### src/rtl/tftp_pkg.sv
// Shared TFTP decode constants: opcodes, event codes, FSM states and default offsets.
package tftp_pkg;

  localparam logic [15:0] OP_RRQ  = 16'd1;
  localparam logic [15:0] OP_WRQ  = 16'd2;
  localparam logic [15:0] OP_DATA = 16'd3;
  localparam logic [15:0] OP_ACK  = 16'd4;
  localparam logic [15:0] OP_ERR  = 16'd5;

  localparam logic [15:0] DEF_SERVER_PORT = 16'd69;
  localparam int          DEF_HDR_OFFSET  = 42;
  localparam int          DEF_BLOCK_BYTES = 512;

  typedef enum logic [2:0] {
    EVT_NONE = 3'd0,
    EVT_NEW  = 3'd1,
    EVT_ACK  = 3'd2,
    EVT_DUP  = 3'd3,
    EVT_ERR  = 3'd4,
    EVT_FULL = 3'd5,
    EVT_REJ  = 3'd6
  } evt_e;

  typedef enum logic [2:0] {
    ST_IDLE,
    ST_COLLECT,
    ST_LOOKUP,
    ST_COMMIT,
    ST_EMIT
  } state_e;

  function automatic int sid_width(input int n);
    return (n < 2) ? 1 : $clog2(n);
  endfunction

endpackage

### src/rtl/tftp_session_table.sv
// Per-slot client port / next block / busy storage with a sequential scan read port.
// A close on the same slot as a write in the same cycle leaves the slot free.
module tftp_session_table
  import tftp_pkg::*;
#(
  parameter int NUM_SESSIONS = 4,
  parameter int SID_W        = 2
)(
  input  logic                    clk,
  input  logic                    reset,
  input  logic                    scan_clr,
  input  logic                    scan_inc,
  input  logic                    wr_en,
  input  logic [SID_W-1:0]        wr_sid,
  input  logic [15:0]             wr_port,
  input  logic [15:0]             wr_next,
  input  logic                    wr_busy,
  input  logic                    close_req,
  input  logic [SID_W-1:0]        close_sid,
  output logic [SID_W-1:0]        scan_idx,
  output logic [15:0]             rd_port,
  output logic [15:0]             rd_next,
  output logic                    rd_busy,
  output logic [NUM_SESSIONS-1:0] sess_busy
);

  logic [NUM_SESSIONS-1:0][15:0] port_q;
  logic [NUM_SESSIONS-1:0][15:0] nxt_q;
  logic [NUM_SESSIONS-1:0]       busy_q;

  logic wr_ok, close_ok, rd_ok;
  assign wr_ok    = 32'(wr_sid)    < NUM_SESSIONS;
  assign close_ok = 32'(close_sid) < NUM_SESSIONS;
  assign rd_ok    = 32'(scan_idx)  < NUM_SESSIONS;

  always_ff @(posedge clk or posedge reset) begin
    if (reset) begin
      port_q   <= '0;
      nxt_q    <= '0;
      busy_q   <= '0;
      scan_idx <= '0;
    end else begin
      if (scan_clr)      scan_idx <= '0;
      else if (scan_inc) scan_idx <= scan_idx + SID_W'(1);
      if (wr_en && wr_ok) begin
        port_q[wr_sid] <= wr_port;
        nxt_q[wr_sid]  <= wr_next;
        busy_q[wr_sid] <= wr_busy;
      end
      // Later assignment gives the close priority over a same-slot write.
      if (close_req && close_ok) busy_q[close_sid] <= 1'b0;
    end
  end

  assign rd_port   = rd_ok ? port_q[scan_idx] : 16'd0;
  assign rd_next   = rd_ok ? nxt_q[scan_idx]  : 16'd0;
  assign rd_busy   = rd_ok ? busy_q[scan_idx] : 1'b0;
  assign sess_busy = busy_q;

endmodule

### src/rtl/tftp_rx_session_decode.sv
// TFTP receive header decoder tracking NUM_SESSIONS read sessions keyed by client port;
// emits one event per accepted frame, NUM_SESSIONS+2 cycles after frame_end.
module tftp_rx_session_decode
  import tftp_pkg::*;
#(
  parameter int          NUM_SESSIONS = 4,
  parameter logic [15:0] SERVER_PORT  = DEF_SERVER_PORT,
  parameter int          HDR_OFFSET   = DEF_HDR_OFFSET,
  parameter int          BLOCK_BYTES  = DEF_BLOCK_BYTES,
  localparam int         SID_W        = sid_width(NUM_SESSIONS),
  localparam int         LEN_W        = $clog2(BLOCK_BYTES + 1)
)(
  input  logic                    clk,
  input  logic                    reset,
  input  logic [7:0]              cnt,
  input  logic [7:0]              eth_data,
  input  logic [15:0]             udp_dst,
  input  logic                    frame_end,
  input  logic                    frame_ok,
  input  logic                    close_req,
  input  logic [SID_W-1:0]        close_sid,
  output logic                    valid,
  output logic [2:0]              evt_type,
  output logic [SID_W-1:0]        evt_sid,
  output logic [15:0]             tid,
  output logic [15:0]             next_block_no,
  output logic [LEN_W-1:0]        length,
  output logic [NUM_SESSIONS-1:0] sess_busy
);

  localparam logic [7:0]       IDX_SRC_HI = 8'(HDR_OFFSET - 8);
  localparam logic [7:0]       IDX_SRC_LO = 8'(HDR_OFFSET - 7);
  localparam logic [7:0]       IDX_OPC_HI = 8'(HDR_OFFSET);
  localparam logic [7:0]       IDX_OPC_LO = 8'(HDR_OFFSET + 1);
  localparam logic [7:0]       IDX_BLK_HI = 8'(HDR_OFFSET + 2);
  localparam logic [7:0]       IDX_BLK_LO = 8'(HDR_OFFSET + 3);
  localparam logic [SID_W-1:0] LAST_SID   = SID_W'(NUM_SESSIONS - 1);

  logic [15:0] src, opc, blk;
  logic        got_all;

  always_ff @(posedge clk or posedge reset) begin
    if (reset) begin
      src     <= '0;
      opc     <= '0;
      blk     <= '0;
      got_all <= 1'b0;
    end else begin
      if (cnt == 8'd0)       got_all   <= 1'b0;
      if (cnt == IDX_SRC_HI) src[15:8] <= eth_data;
      if (cnt == IDX_SRC_LO) src[7:0]  <= eth_data;
      if (cnt == IDX_OPC_HI) opc[15:8] <= eth_data;
      if (cnt == IDX_OPC_LO) opc[7:0]  <= eth_data;
      if (cnt == IDX_BLK_HI) blk[15:8] <= eth_data;
      if (cnt == IDX_BLK_LO) begin
        blk[7:0] <= eth_data;
        got_all  <= 1'b1;
      end
    end
  end

  state_e            state;
  logic              dst_srv;
  logic              m_found, f_found;
  logic [SID_W-1:0]  m_sid, f_sid;
  logic [15:0]       m_next;
  logic              p_fire;
  evt_e              p_type;
  logic [SID_W-1:0]  p_sid;
  logic [15:0]       p_tid, p_next;

  logic [SID_W-1:0]  scan_idx;
  logic [15:0]       rd_port, rd_next;
  logic              rd_busy;

  logic              wr_en, wr_busy;
  logic [SID_W-1:0]  wr_sid;
  logic [15:0]       wr_port, wr_next;
  logic              d_fire;
  evt_e              d_type;
  logic [SID_W-1:0]  d_sid;
  logic [15:0]       d_next;
  logic              clash;

  tftp_session_table #(
    .NUM_SESSIONS (NUM_SESSIONS),
    .SID_W        (SID_W)
  ) u_tab (
    .clk       (clk),
    .reset     (reset),
    .scan_clr  (state != ST_LOOKUP),
    .scan_inc  (state == ST_LOOKUP),
    .wr_en     (wr_en),
    .wr_sid    (wr_sid),
    .wr_port   (wr_port),
    .wr_next   (wr_next),
    .wr_busy   (wr_busy),
    .close_req (close_req),
    .close_sid (close_sid),
    .scan_idx  (scan_idx),
    .rd_port   (rd_port),
    .rd_next   (rd_next),
    .rd_busy   (rd_busy),
    .sess_busy (sess_busy)
  );

  // Event decision from the scan results; only acted on in COMMIT.
  always_comb begin
    wr_en   = 1'b0;
    wr_sid  = m_sid;
    wr_port = src;
    wr_next = 16'd1;
    wr_busy = 1'b1;
    d_fire  = 1'b0;
    d_type  = EVT_NONE;
    d_sid   = m_sid;
    d_next  = m_next;
    if (opc == OP_RRQ && dst_srv) begin
      d_fire = 1'b1;
      d_type = EVT_NEW;
      d_next = 16'd1;
      if (m_found) begin
        wr_en = 1'b1;
      end else if (f_found) begin
        wr_en  = 1'b1;
        wr_sid = f_sid;
        d_sid  = f_sid;
      end else begin
        d_type = EVT_FULL;
        d_sid  = '0;
        d_next = 16'd0;
      end
    end else if (opc == OP_WRQ && dst_srv) begin
      d_fire = 1'b1;
      d_type = EVT_REJ;
      d_sid  = '0;
      d_next = 16'd0;
    end else if (opc == OP_ACK && !dst_srv && m_found) begin
      if (blk == m_next) begin
        wr_en   = 1'b1;
        wr_next = blk + 16'd1;
        d_fire  = 1'b1;
        d_type  = EVT_ACK;
        d_next  = blk + 16'd1;
      end else if (blk == m_next - 16'd1) begin
        d_fire = 1'b1;
        d_type = EVT_DUP;
      end
    end else if (opc == OP_ERR && m_found) begin
      wr_en   = 1'b1;
      wr_busy = 1'b0;
      wr_next = m_next;
      d_fire  = 1'b1;
      d_type  = EVT_ERR;
    end
    if (state != ST_COMMIT) wr_en = 1'b0;
  end

  assign clash  = wr_en && close_req && (close_sid == wr_sid);
  assign length = LEN_W'(BLOCK_BYTES);

  always_ff @(posedge clk or posedge reset) begin
    if (reset) begin
      state         <= ST_IDLE;
      dst_srv       <= 1'b0;
      m_found       <= 1'b0;
      f_found       <= 1'b0;
      m_sid         <= '0;
      f_sid         <= '0;
      m_next        <= '0;
      p_fire        <= 1'b0;
      p_type        <= EVT_NONE;
      p_sid         <= '0;
      p_tid         <= '0;
      p_next        <= '0;
      valid         <= 1'b0;
      evt_type      <= '0;
      evt_sid       <= '0;
      tid           <= '0;
      next_block_no <= '0;
    end else begin
      valid <= 1'b0;
      case (state)
        ST_IDLE: if (cnt == 8'd0) state <= ST_COLLECT;
        ST_COLLECT: begin
          if (frame_end) begin
            if (frame_ok && got_all) begin
              state   <= ST_LOOKUP;
              dst_srv <= (udp_dst == SERVER_PORT);
              m_found <= 1'b0;
              f_found <= 1'b0;
            end else begin
              state <= ST_IDLE;
            end
          end
        end
        ST_LOOKUP: begin
          if (rd_busy && rd_port == src) begin
            m_found <= 1'b1;
            m_sid   <= scan_idx;
            m_next  <= rd_next;
          end
          if (!rd_busy && !f_found) begin
            f_found <= 1'b1;
            f_sid   <= scan_idx;
          end
          if (scan_idx == LAST_SID) state <= ST_COMMIT;
        end
        ST_COMMIT: begin
          p_fire <= d_fire && !clash;
          p_type <= d_type;
          p_sid  <= d_sid;
          p_tid  <= src;
          p_next <= d_next;
          state  <= ST_EMIT;
        end
        ST_EMIT: begin
          valid <= p_fire;
          if (p_fire) begin
            evt_type      <= p_type;
            evt_sid       <= p_sid;
            tid           <= p_tid;
            next_block_no <= p_next;
          end
          state <= ST_IDLE;
        end
        default: state <= ST_IDLE;
      endcase
    end
  end

endmodule

### config.mk
export PLATFORM = sky130hd
export DESIGN_NAME = tftp_rx_session_decode
export DESIGN_NICKNAME = d
export VERILOG_FILES = /design/src/rtl/tftp_pkg.sv /design/src/rtl/tftp_session_table.sv /design/src/rtl/tftp_rx_session_decode.sv
export SDC_FILE = /design/constraint.sdc
export NUM_CORES = 1
export LEC_CHECK = 0
export BUFFER_PORTS_ARGS = -buffer_cell sky130_fd_sc_hd__buf_4
export CAP_MARGIN = 20
export CORE_AREA = 4 4 216 176
export CTS_CLUSTER_DIAMETER = 30
export DETAILED_ROUTE_END_ITERATION = 10
export DIE_AREA = 0 0 220 180
export RECOVER_POWER = 100
export SYNTH_ARGS = -nofsm -noshare
export SYNTH_HDL_FRONTEND = slang
export SYNTH_SLANG_ARGS = --single-unit
### constraint.sdc
create_clock -name clk -period 9.5 [get_ports clk]
set_clock_uncertainty 0.05 [all_clocks]
set_input_delay 1.425 -clock clk [delete_from_list [all_inputs] [get_ports clk]]
set_output_delay 1.425 -clock clk [all_outputs]
set_load 0.01 [all_outputs]
---- Word-level counts from Yosys, hierarchy flattened ----
Cells that the tools add are included.
storage, ports and cells
  input bits .............................. 39
  output and inout bits ................... 52
  logic and storage cells ................. 177
  flip-flop bits (word level) ............. 285
operators by class
  $add $sub $neg .......................... 3
  equality and inequality tests ........... 28
  muxes and demuxes ....................... 76
  bitwise gates (word level) .............. 2
  $lt $le $gt $ge ......................... 5
  reduce and logical (&&, ||, !) cells .... 29
operators by type and width
  kind                                                         count
  2-to-1 mux 16 bit                                            12
  bitwise mux 64 bit                                           2
  binary-select mux 16 bit (select 2 bit)                      2
  == test 16 bit                                               3
  == test 8 x 6 -> 1 bit (second input constant)               6
  demux 16 bit (select 2 bit)                                  1
  == test 16 x 3 -> 1 bit (second input constant)              2
  2-to-1 mux 1 bit                                             29
  2-to-1 mux 3 bit                                             9
  2-to-1 mux 2 bit                                             12
  adder 16 x 1 -> 16 bit (second input constant)               1
  == test 16 x 1 -> 1 bit (second input constant)              1
  == test 16 x 2 -> 1 bit (second input constant)              1
  == test 16 x 7 -> 1 bit (second input constant)              1
  subtractor 16 x 1 -> 16 bit (second input constant)          1
  logical AND 1 bit                                            13
  inequality test 2 bit (second input constant)                6
  case mux 3 bit (4 select lines)                              1
  less-than comparator 2 x 3 -> 1 bit (second input constant)  3
  zero test 8 bit                                              1
  2-to-1 mux 4 bit                                             2
  AND reduction 4 bit                                          2
  == test 3 x 2 -> 1 bit (second input constant)               2
  inequality test 3 x 2 -> 1 bit (second input constant)       2
  other kinds (17)                                             28

---- Longest topological paths before layout ----
  depth in word-level cells ............... 11
  mapped depth ............................ 10
  depth with buffers taken out ............ 9

---- Cells and area by module ----
A second synthesis with hierarchy kept.
unflattened totals
  cells, all modules ...................... 1,012
  area, all modules ....................... 13,326.5 um^2
modules (own cells, without submodules)
  module                  times used  area an instance (um^2)  cells an instance
  tftp_rx_session_decode  1           7,526.0                  677
  tftp_session_table      1           5,800.6                  335

---- Least setup slack after synthesis ----
No wires, ideal clock.
  kind .................................... register -> register
  start ................................... reg u_tab.scan_idx[1]
  end ..................................... reg m_next[0]
  stages on the path, launching flop included .. 11
  path slack .............................. 6.527 ns
  clock period less this slack ............ 2.973 ns
  path buffers ............................ 5
  arrival ................................. 2.798 ns
  setup time .............................. 0.125 ns
  cells stage by stage .................... dfrtp_1 > buf_2 > buf_1 > clkbuf_1 > mux4_2 > xnor2_1 > nand4_1 > or4_1 > buf_2 > buf_2 > mux2_2
between the ends
  cells in the longest elaborated chain, start to end .. 5
  elaborated cells on any way between the ends .. 9
  classes of those cells .................. eq/ne: 1; mux: 6; reduce/logical: 2
RTL lines
  element                                  RTL line                       RTL
  start, declared                          tftp_session_table.sv:20       output logic [SID_W-1:0] scan_idx,
  start signal, assigned                   tftp_session_table.sv:44       else if (scan_inc) scan_idx <= scan_idx + SID_W'(1);
  binary-select mux 16 bit (select 2 bit)  tftp_session_table.sv:55       assign rd_port = rd_ok ? port_q[scan_idx] : 16'd0;
  2-to-1 mux 16 bit (implied by the code)  tftp_session_table.sv:55
  == test 16 bit                           tftp_rx_session_decode.sv:198  if (rd_busy && rd_port == src) begin
  logical AND 1 bit                        tftp_rx_session_decode.sv:198
  AND reduction 2 bit (no line)            --
  end signal, assigned                     tftp_rx_session_decode.sv:201  m_next <= rd_next;
  end, declared                            tftp_rx_session_decode.sv:66   logic [15:0] m_next;
Several ways; a longest one is shown, not always the timed one. The select of a mux whose other input is x is not followed.
A chain may end at the register's enable or synchronous reset.

---- Worst setup path after layout ----
  start ................................... reg u_tab.scan_idx[0]
  end ..................................... reg m_next[4]
Same word-level chain as after synthesis.

==> impl_results.md <==
- Synthesis-to-finish area growth: 18.84%
- CTS tree: done
- Worst vdd rail ir drop: 130.9 uV
- IO Pins: 91
- Worst-Margin Slew: 3018 ps
- Core ar.: 35680 sq um
- Share of cells above drive strength 1: 24.56%
- CP arrival: 5860 ps
- Total wire length: between 30000 and 40000 microns
- Pins Over Slew Limit: 313
- Initial DRC count: 693
- Initial antenna violation count: 0
- WP buf/inv: 1
- CTS Buffer Depth: 3
- Vias in the first global route: 9308
- Max stage delay on crit path: 2130 ps
- Dominant cells by area after synthesis: dfrtp_1, mux2_2, mux2_4
- Family with the most delay on the worst path: buffers and inverters
- TritonRoute pass-1 iters: 5
- Crit Path Class: reg -> reg
- Slowest CP cell: clkbuf_1
- Nets: approximately 1200
- Setup_tns: 0 ps
- Fillers: around 3300
- Die footprint: slightly below 40000 sq um
- Core Util, Final: 44.90%
- N_diodes: 0
- Remaining antenna violation count after routing: 0
- Status: finished, violations left
- H-tree levels: 2
- Post-synth top area cell: dfrtp_1
- Die height: between 150 and 200 microns
- Via count: 9024
- Count leader, synth: dfrtp_1
- GP Congestion: slightly above 0.8
- Mapped Area: 13480 sq um
- Worst hold path type: reg -> reg
- Die X: 220 microns
- Final setup violating endpoints: 0
- Row count: 62
- Sink Count: 285
- Yosys reg bits: 285
- Final-report hold violation count: 0
- Top cell type's share of synthesized area: 52.90%
- Routed wire per std cell: 19.44 microns
- Synth cell count leaders: dfrtp_1, nand2_1, mux2_2, o21ai_0, mux2_4
- Lkg Pwr: ~7.5 nW
- Fmax: 183.0 MHz
- YS warnings: 0
- Tot Pwr: approximately 0.0034 W
- Worst EP required: about 10000 ps
- Synth unique cells: 60
- Initial Util: 37.78%
- Mean post-synth cell area: 12.18 sq um
- GRT Total Usage: 17.06%
- Hold_buf cts: 0
- RSZ-0062 raised after global routing: no
- Reg clk slew, reported paths: 50 ps
- Maxcap violations: 9
- Post-synth EDFFs: 0
- Setup Buffers After CTS: 0
- Async set or reset register ratio after synthesis: 100.0%
- Top FF cell, synth: dfrtp_1
- Register area share after synthesis: 52.90%
- Hpwl dp: about 22000 microns
- Port Buffers: 80
- Vias per std cell: ~5.2
- Violated checks: max-capacitance violations, max-slew violations
- First-pass GRT wire length: 54190 microns
- DRC Markers: 0
- Pwr dens: roughly 210 nW/um^2
- CP Launch Type: flop
- Total congestion overflow: 0
- Final min period: 5465 ps
- Largest regs: u_tab.nxt_q: 64 flops, u_tab.port_q: 64 flops
- Clock Latency Late Sink: roughly 570 ps
- Crit-path cells: clkbuf_1 -> mux4_2 -> xor2_1 -> nor4_1 -> nand2_1 -> or4_1 -> mux2_2
- CP Capture Type: flop
- Final Cycle Share: 57.53%
- Clock root buffer: clkbuf_16
- Worst-path maximum fanout: 37
- Pin count of the biggest net entering global routing: 148
- Gate Count Post-Synth: 1107
- Relative slew slack: -101.2%
- Post-CTS sizing: 0
- Total CTS buffers: 59
## tightest hold or removal path, stage by stage, from the launching register on
cell	delay (ps)
dfrtp_1	340
nand2_1	50
nand2_1	50
## cells in the final DEF (no fill, tap or decap), types with 38 or more instances in the layout
master / count
mux2_1: 51
nor2_1: 39
dfrtp_1: 284
clkbuf_1: 64
buf_4: 38
a21oi_1: 42
o21ai_0: 85
mux2_2: 121
clkbuf_16: 60
nand2_1: 154
## stage by stage
stage / setup slack, ps / hold WS, ps / instances / cell area (sq um)
floorplan: 161.1 / 390.4 / 1115 / 13510
global placement: 5671 / 402.8 / 1616 / 14400
detailed placement: 5674 / 408.3 / 1616 / 14400
CTS: 5653 / 423.6 / 1724 / 16380
global route: 3478 / 442.4 / 1726 / 16020
finish: 4035 / 418.4 / 1726 / 16020
## final cells by class
| cell class | instances | area, sq um | area share, % |
|---|---|---|---|
| multi-input cells | 745 | 5698 | 35.56 |
| flip-flops and latches | 285 | 7133 | 44.52 |
| repair buffers | 95 | 558.0 | 3.483 |
| inverters | 13 | 50.05 | 0.3124 |
| well taps | 480 | 600.6 | 3.748 |
| clock buffers | 80 | 1657 | 10.34 |
| clock inverters | 28 | 326.6 | 2.038 |
## report_power, final
| part | internal (W) | switching, W |
|---|---|---|
| logic | 0.0000501 | 0.0000692 |
| registers | 0.00124 | 0.0000339 |
| clock network | 0.00135 | 0.000656 |
| total | 0.00263 | 0.000759 |
## per-layer routing
layer | routed length [microns] | up-vias | share of wire [%] | GRT usage, %
li1 | - | 4110 | - | -
met1 | 17010 | 4618 | 51 | 26.87
met2 | 14100 | 249 | 42 | 24.29
met3 | 1902 | 47 | 5.7 | 3.342
met4 | 530 | 0 | 1.6 | 3.717
met5 | 0 | - | 0 | 0
## path summary, 6_finish.rpt
check                                  start  depth (start not counted)           endpoint  slack [ps]
min in group asynchronous              reset                          2   u_tab.port_q[37]        1390
min reg2reg                        p_tid[14]                          2          p_tid[14]         420
max                        u_tab.scan_idx[0]                          7          m_next[4]        4030
max in group asynchronous              reset                          3  u_tab.scan_idx[0]        5260
max reg2reg                u_tab.scan_idx[0]                          7          m_next[4]        4030
min                                p_tid[14]                          2          p_tid[14]         420
## kinds of logic (layout without fill, tap and decap cells)
group | count (synthesis) | count (layout) | synth area share, %
compound gates | 152 | 152 | 6.245
xor+xnor | 54 | 54 | 3.508
fa+ha+maj | 3 | 3 | 0.2784
buf+inv | 85 | 216 | 3.619
flops | 285 | 285 | 52.90
mux | 221 | 221 | 22.52
other cells | 2 | 10 | 0.05570
simple gates | 305 | 305 | 10.88
No activity file was read; power rests on OpenSTA's default activity.
